## src/rtl/edge_lag_pkg.sv

```systemverilog
// edge_lag_pkg: shared types and defaults for the edge_lag_meter block.
//   lag_entry_t : one FIFO result {tmo, rise, lag} at the default counter width
//   state_t     : measurement FSM states
//   DEF_CNT_W   : default lag counter width
//   DEF_DEPTH   : default result FIFO depth
package edge_lag_pkg;

  localparam int unsigned DEF_CNT_W = 8;
  localparam int unsigned DEF_DEPTH = 4;

  typedef enum logic {
    IDLE = 1'b0,
    WAIT = 1'b1
  } state_t;

  typedef struct packed {
    logic                 tmo;
    logic                 rise;
    logic [DEF_CNT_W-1:0] lag;
  } lag_entry_t;

endpackage

```

## src/rtl/edge_lag_sync.sv

```systemverilog
// edge_lag_sync: input stage for one sampled net.
//   EDGE_LAG_SYNC_EN defined   : 2-flop synchronizer, for asynchronous nets.
//   EDGE_LAG_SYNC_EN undefined : single sampling flop, for nets already
//                                synchronous to clk.
// Ports:
//   clk   in  sampling clock
//   rst_n in  synchronous active-low reset (all flops clear to 0)
//   d     in  raw net
//   q     out sampled net
module edge_lag_sync
  import edge_lag_pkg::*;
(
  input  logic clk,
  input  logic rst_n,
  input  logic d,
  output logic q
);

`ifdef EDGE_LAG_SYNC_EN
  logic meta;

  always_ff @(posedge clk) begin
    if (!rst_n) begin
      meta <= 1'b0;
      q    <= 1'b0;
    end else begin
      meta <= d;
      q    <= meta;
    end
  end
`else
  always_ff @(posedge clk) begin
    if (!rst_n) begin
      q <= 1'b0;
    end else begin
      q <= d;
    end
  end
`endif

endmodule

```

## src/rtl/edge_lag_meter.sv

```systemverilog
// edge_lag_meter: measures, in clk cycles, how long each transition on sig_in
// takes to show up on sig_out, and queues one result per transition in a
// show-ahead FIFO.
// Build option: EDGE_LAG_SYNC_EN selects a 2-flop synchronizer per net
// (detect latency 2 cycles) instead of a single sampling flop (1 cycle).
// Lag values are identical in both builds.
// Parameters:
//   CNT_W  lag counter width, MAX_LAG = 2**CNT_W-1
//   DEPTH  FIFO entries, power of two, >= 2
// Ports:
//   clk       in  sampling clock
//   rst_n     in  synchronous active-low reset
//   sig_in    in  upstream net of the measured stage
//   sig_out   in  downstream net of the measured stage
//   rd_en     in  pop FIFO head (ignored when empty)
//   lag_valid out FIFO not empty
//   lag_data  out head lag in cycles (0 when empty)
//   lag_rise  out head measured a rising transition (0 when empty)
//   lag_tmo   out head is a timeout or abandoned measurement (0 when empty)
//   fifo_full out DEPTH entries held
//   ovf       out sticky: a result was dropped
//   busy      out measurement in progress
module edge_lag_meter
  import edge_lag_pkg::*;
#(
  parameter int unsigned CNT_W = DEF_CNT_W,
  parameter int unsigned DEPTH = DEF_DEPTH
) (
  input  logic             clk,
  input  logic             rst_n,
  input  logic             sig_in,
  input  logic             sig_out,
  input  logic             rd_en,
  output logic             lag_valid,
  output logic [CNT_W-1:0] lag_data,
  output logic             lag_rise,
  output logic             lag_tmo,
  output logic             fifo_full,
  output logic             ovf,
  output logic             busy
);

  localparam int unsigned AW = $clog2(DEPTH);
  localparam logic [CNT_W-1:0] MAX_LAG = '1;
  localparam logic [CNT_W-1:0] CNT_ONE = CNT_W'(1);

  // Same layout as lag_entry_t, but sized by this instance's CNT_W.
  typedef struct packed {
    logic             tmo;
    logic             rise;
    logic [CNT_W-1:0] lag;
  } entry_t;

  // ---------------------------------------------------------------------------
  // Sampling and edge detect
  // ---------------------------------------------------------------------------
  logic s_in, s_out;
  logic prev_in, prev_out;
  logic in_edge, out_edge;

  edge_lag_sync u_sync_in (
    .clk   (clk),
    .rst_n (rst_n),
    .d     (sig_in),
    .q     (s_in)
  );

  edge_lag_sync u_sync_out (
    .clk   (clk),
    .rst_n (rst_n),
    .d     (sig_out),
    .q     (s_out)
  );

  // prev flops clear to 0, so a net already high at reset release is seen
  // as a rising edge.
  always_ff @(posedge clk) begin
    if (!rst_n) begin
      prev_in  <= 1'b0;
      prev_out <= 1'b0;
    end else begin
      prev_in  <= s_in;
      prev_out <= s_out;
    end
  end

  assign in_edge  = s_in  != prev_in;
  assign out_edge = s_out != prev_out;

  // ---------------------------------------------------------------------------
  // Measurement FSM
  // ---------------------------------------------------------------------------
  state_t           state;
  logic             exp_pol;
  logic [CNT_W-1:0] cnt;
  logic             out_match;
  logic             push;
  entry_t           push_entry;

  assign out_match = out_edge && (s_out == exp_pol);

  // At most one result per cycle; a matching out-edge wins over a new
  // in-edge, which wins over the timeout.
  always_comb begin
    push       = 1'b0;
    push_entry = '0;
    case (state)
      IDLE: begin
        if (in_edge && out_edge && (s_in == s_out)) begin
          push            = 1'b1;
          push_entry.rise = s_in;
        end
      end
      WAIT: begin
        if (out_match) begin
          push            = 1'b1;
          push_entry.rise = exp_pol;
          push_entry.lag  = cnt;
        end else if (in_edge) begin
          push            = 1'b1;
          push_entry.tmo  = 1'b1;
          push_entry.rise = exp_pol;
          push_entry.lag  = cnt;
        end else if (cnt == MAX_LAG) begin
          push            = 1'b1;
          push_entry.tmo  = 1'b1;
          push_entry.rise = exp_pol;
          push_entry.lag  = MAX_LAG;
        end
      end
      default: ;
    endcase
  end

  always_ff @(posedge clk) begin
    if (!rst_n) begin
      state   <= IDLE;
      exp_pol <= 1'b0;
      cnt     <= '0;
    end else begin
      case (state)
        IDLE: begin
          if (in_edge && !(out_edge && (s_in == s_out))) begin
            state   <= WAIT;
            exp_pol <= s_in;
            cnt     <= CNT_ONE;
          end
        end
        WAIT: begin
          if (out_match) begin
            if (in_edge) begin
              exp_pol <= s_in;
              cnt     <= CNT_ONE;
            end else begin
              state <= IDLE;
              cnt   <= '0;
            end
          end else if (in_edge) begin
            exp_pol <= s_in;
            cnt     <= CNT_ONE;
          end else if (cnt == MAX_LAG) begin
            state <= IDLE;
            cnt   <= '0;
          end else begin
            cnt <= cnt + CNT_ONE;
          end
        end
        default: begin
          state <= IDLE;
          cnt   <= '0;
        end
      endcase
    end
  end

  assign busy = (state == WAIT);

  // ---------------------------------------------------------------------------
  // Result FIFO (show-ahead)
  // ---------------------------------------------------------------------------
  entry_t        mem [DEPTH];
  logic [AW:0]   wr_ptr, rd_ptr;
  logic          empty, full;
  logic          pop, wr;
  entry_t        head;

  assign empty = (wr_ptr == rd_ptr);
  assign full  = (wr_ptr[AW] != rd_ptr[AW]) &&
                 (wr_ptr[AW-1:0] == rd_ptr[AW-1:0]);
  assign pop   = rd_en && !empty;
  // When full, a same-cycle pop frees the slot the write lands in.
  assign wr    = push && (!full || pop);

  always_ff @(posedge clk) begin
    if (!rst_n) begin
      wr_ptr <= '0;
      rd_ptr <= '0;
      ovf    <= 1'b0;
    end else begin
      if (pop) begin
        rd_ptr <= rd_ptr + (AW+1)'(1);
      end
      if (wr) begin
        wr_ptr <= wr_ptr + (AW+1)'(1);
      end
      if (push && full && !pop) begin
        ovf <= 1'b1;
      end
    end
  end

  always_ff @(posedge clk) begin
    if (wr) begin
      mem[wr_ptr[AW-1:0]] <= push_entry;
    end
  end

  assign head      = mem[rd_ptr[AW-1:0]];
  assign lag_valid = !empty;
  assign lag_data  = empty ? '0 : head.lag;
  assign lag_rise  = empty ? 1'b0 : head.rise;
  assign lag_tmo   = empty ? 1'b0 : head.tmo;
  assign fifo_full = full;

endmodule

```

## config.mk

```make
export PLATFORM = sky130hd
export DESIGN_NAME = edge_lag_meter
export DESIGN_NICKNAME = d
export VERILOG_FILES = /design/src/rtl/edge_lag_pkg.sv /design/src/rtl/edge_lag_sync.sv /design/src/rtl/edge_lag_meter.sv
export SDC_FILE = /design/constraint.sdc
export NUM_CORES = 1
export LEC_CHECK = 0
export BUFFER_PORTS_ARGS = -buffer_cell sky130_fd_sc_hd__buf_2
export CAP_MARGIN = 20
export CORE_ASPECT_RATIO = 1.25
export CORE_MARGIN = 4
export CORE_UTILIZATION = 50
export CTS_CLUSTER_DIAMETER = 50
export DETAILED_ROUTE_END_ITERATION = 8
export PLACE_DENSITY_LB_ADDON = 0.2
export SETUP_SLACK_MARGIN = 0.15
export SLEW_MARGIN = 5
export SYNTH_ARGS = -nofsm -noshare
export SYNTH_HDL_FRONTEND = slang
export SYNTH_SLANG_ARGS = --single-unit
```

## constraint.sdc

```tcl
create_clock -name clk -period 3.15 [get_ports clk]
set_clock_uncertainty 0.2 [all_clocks]
set_input_delay 0.1575 -clock clk [delete_from_list [all_inputs] [get_ports clk]]
set_output_delay 0.1575 -clock clk [all_outputs]
set_load 0.02 [all_outputs]
```

==> metrics.txt <==
CP Buf/Inv Count 0; Top Ports 19; worst hold slack 0.0393 ns; clock slew at reported path FFs 0.07 ns; die width 75.4 µm; Net count, final 243; Max clock buf depth 2; peak supply drop 289 µV; WS Path Type flop to flop; via count 1676; critical path startpoint category flop; R2R Path End mem[1][3]; Antenna Nets Post-Route 0; multiplexer share of the synthesized area 8.64%; Synth area leaders edfxtp_1 (42%), dfxtp_1 (16%), mux4_2 (7.9%); Post-Synthesis Net Count 219; post-synthesis xor/xnor area fraction 2.82%; WHS Path Cells 4; max incr delay on CP 0.46 ns; Synth area leader edfxtp_1; drt total wl 4760 µm; GRT overflow 0; Root Buffer clkbuf_8; fin crit period 2.53 ns; Simple-Gate Fraction of Synth Area 16.0%; most frequent cell after synthesis edfxtp_1; post-cts repair resize count 0; gpl congestion 0.802; Synth top area share 42.3%; final hold vios 0; R2R Path Start cnt[0]; Worst Path Max Fanout 10; Commonest cells post-synth edfxtp_1 (40), dfxtp_1 (23), and2_1 (22); Cell Area, Synth 0.00284 mm²; WL/cell 15.8 µm; adder-cell area share of the yosys netlist 2.64%; Arr. time, crit path 2.30 ns; HP Class input port to flop; r2r worst-path depth 5; worst skew pair latency 0.33 ns; max frequency 0.395 GHz; slowest CP cell and2_1; hold path endpoint rd_ptr[2]; vias in the first global route 1673; Critical Path End Type flop; largest net degree at the start of global routing 24; main combinational cell family by area after synthesis simple AND/OR/NAND/NOR gates; residual DRC count 0; post-route worst setup slack 0.619 ns; share of post-route cells with drive strength above 1 22.8%; setup TNS 0 ns; Die H 92.2 µm; syn avg cell area 13.6 µm²; cts bufs inserted 9; Vias/cell 5.57; Antenna Cells 0; worst slew pin tran 0.663 ns; number of synthesized flops with an enable pin 40; DR pass1 iterations 4; Setup WS pre-CTS 0.592 ns; CP delay by family, top simple AND/OR/NAND/NOR gates; Cells after Synth 208; Worst Hold Launch rd_en; Starting Density 51.8%; global-route wire length before repair 8250 µm; outcome completed; Synth warnings 0; area added between synthesis and finish 12.5%; fillers 451; Sink Count 63; utilization after layout 58.3%; Worst EP required 2.92 ns; period utilization 80.3%; Leak 1.10 nW; Slew Limit Fails 0; CTS tree built; PwrDens 634 mW/mm²; Max-cap violations 0; flops & latches, synth 63; H-Tree Depth 3; sequential area share after synthesis 58.5%; core area 0.00548 mm²; asr flop ratio synth 0%; Yosys cell types 45; # setup viols final 0; relative slew slack 55.8%; die area 0.00695 mm²; initial antenna violation count 0; post-synthesis compound-gate area fraction 9.26%; crit path cell chain ha_1 -> nand3_1 -> nor3_1 -> o211a_2 -> and2_1; # rows 30; GRT Total Usage 16.0%; RSZ-0062 raised after global routing false; FF-to-FF setup slack 0.62 ns; 1st-iter DRT viols 89; DP HPWL 3410 µm; port bufs 18; top_reg_cell synth edfxtp_1
==> repair_timing <==
item | 4_1_cts | 5_1_grt
buffers inserted | 0 | 0
hold buffers | 2 | 0
hold endpoints to repair | 2 | 0
endpoints found under the setup margin | 0 | 0
==> sequential cells by signal, indices dropped and copies added (netlist names), named ones only <==
signal	flops
cnt	8
wr_ptr	3
rd_ptr	3
ovf	1
u_sync_out.q	1
prev_out	1
u_sync_in.q	1
mem	40
exp_pol	1
prev_in	1
busy	1
==> power by group <==
group          internal, mW  switching (mW)  leakage (nW)
Combinational         0.164           0.185         0.462
Clock                 0.407           0.300         0.105
Sequential            0.918          0.0502         0.536
==> cell usage in the layout (no fill, tap or decap), drive strengths merged, types with 2 or more instances in the layout <==
cell,instances
nor2b,8
nand2,11
buf,18
nor3b,2
dlygate4sd3,2
nor2,8
o221a,3
nor4bb,2
a21boi,2
a21oi,4
o21a,10
a32o,2
and2,22
mux4,10
nand3,8
dfxtp,23
clkinv,3
xnor2,6
o21ai,7
ha,6
and3,2
edfxtp,40
nor3,3
mux2i,2
inv,5
clkbuf,11
==> metal layers <==
layer  vias up  GRT usage (%)  routed length [µm]
li1        824              -                   -
met1       817           20.2                2180
met2        31           25.2                2350
met3         4           5.59                 180
met4         0           5.25                  40
met5         -              0                   0
==> worst min-delay path: stages <==
cell,delay [ns]
buf_2,0.11
nand3_1,0.10
xor2_1,0.07
nor2b_1,0.09
==> stage by stage <==
step	instance area (µm²)	total power [mW]	instances
detailed placement	2970	1.34	283
global route	3190	2.15	301
floorplan	2840	1.26	208
global placement	2970	1.34	283
finish	3190	2.02	301
CTS	3190	2.05	301
==> final cells by class <==
class / instances / area (µm²) / area share (%)
sequential: 63 / 1660 / 52.0
inverter: 5 / 18.8 / 0.588
clock buffer: 11 / 151 / 4.74
tap: 64 / 80.1 / 2.51
multi-input combinational: 133 / 1120 / 34.9
timing repair buffer: 20 / 110 / 3.45
clock inverter: 5 / 56.3 / 1.76
==> kinds of logic after synthesis <==
group           count (synthesis)
flops                          63
fa+ha+maj                       6
mux                            12
buf+inv                        12
compound gates                 33
simple gates                   75
xor+xnor                        7
==> worst max-delay path by stage <==
stage           start         to  slack (ns)  depth (start not counted)
2_1_floorplan  cnt[0]  mem[3][0]        0.96                          5
5_1_grt        cnt[0]  mem[3][2]        0.42                          5
3_5_place_dp   cnt[0]  mem[1][6]        0.59                          5
6_report       cnt[0]  mem[1][3]        0.62                          5
4_1_cts        cnt[0]  mem[1][3]        0.59                          5
3_3_place_gp   cnt[0]  mem[3][6]        0.71                          5
Power figures use the tool's default switching activity.
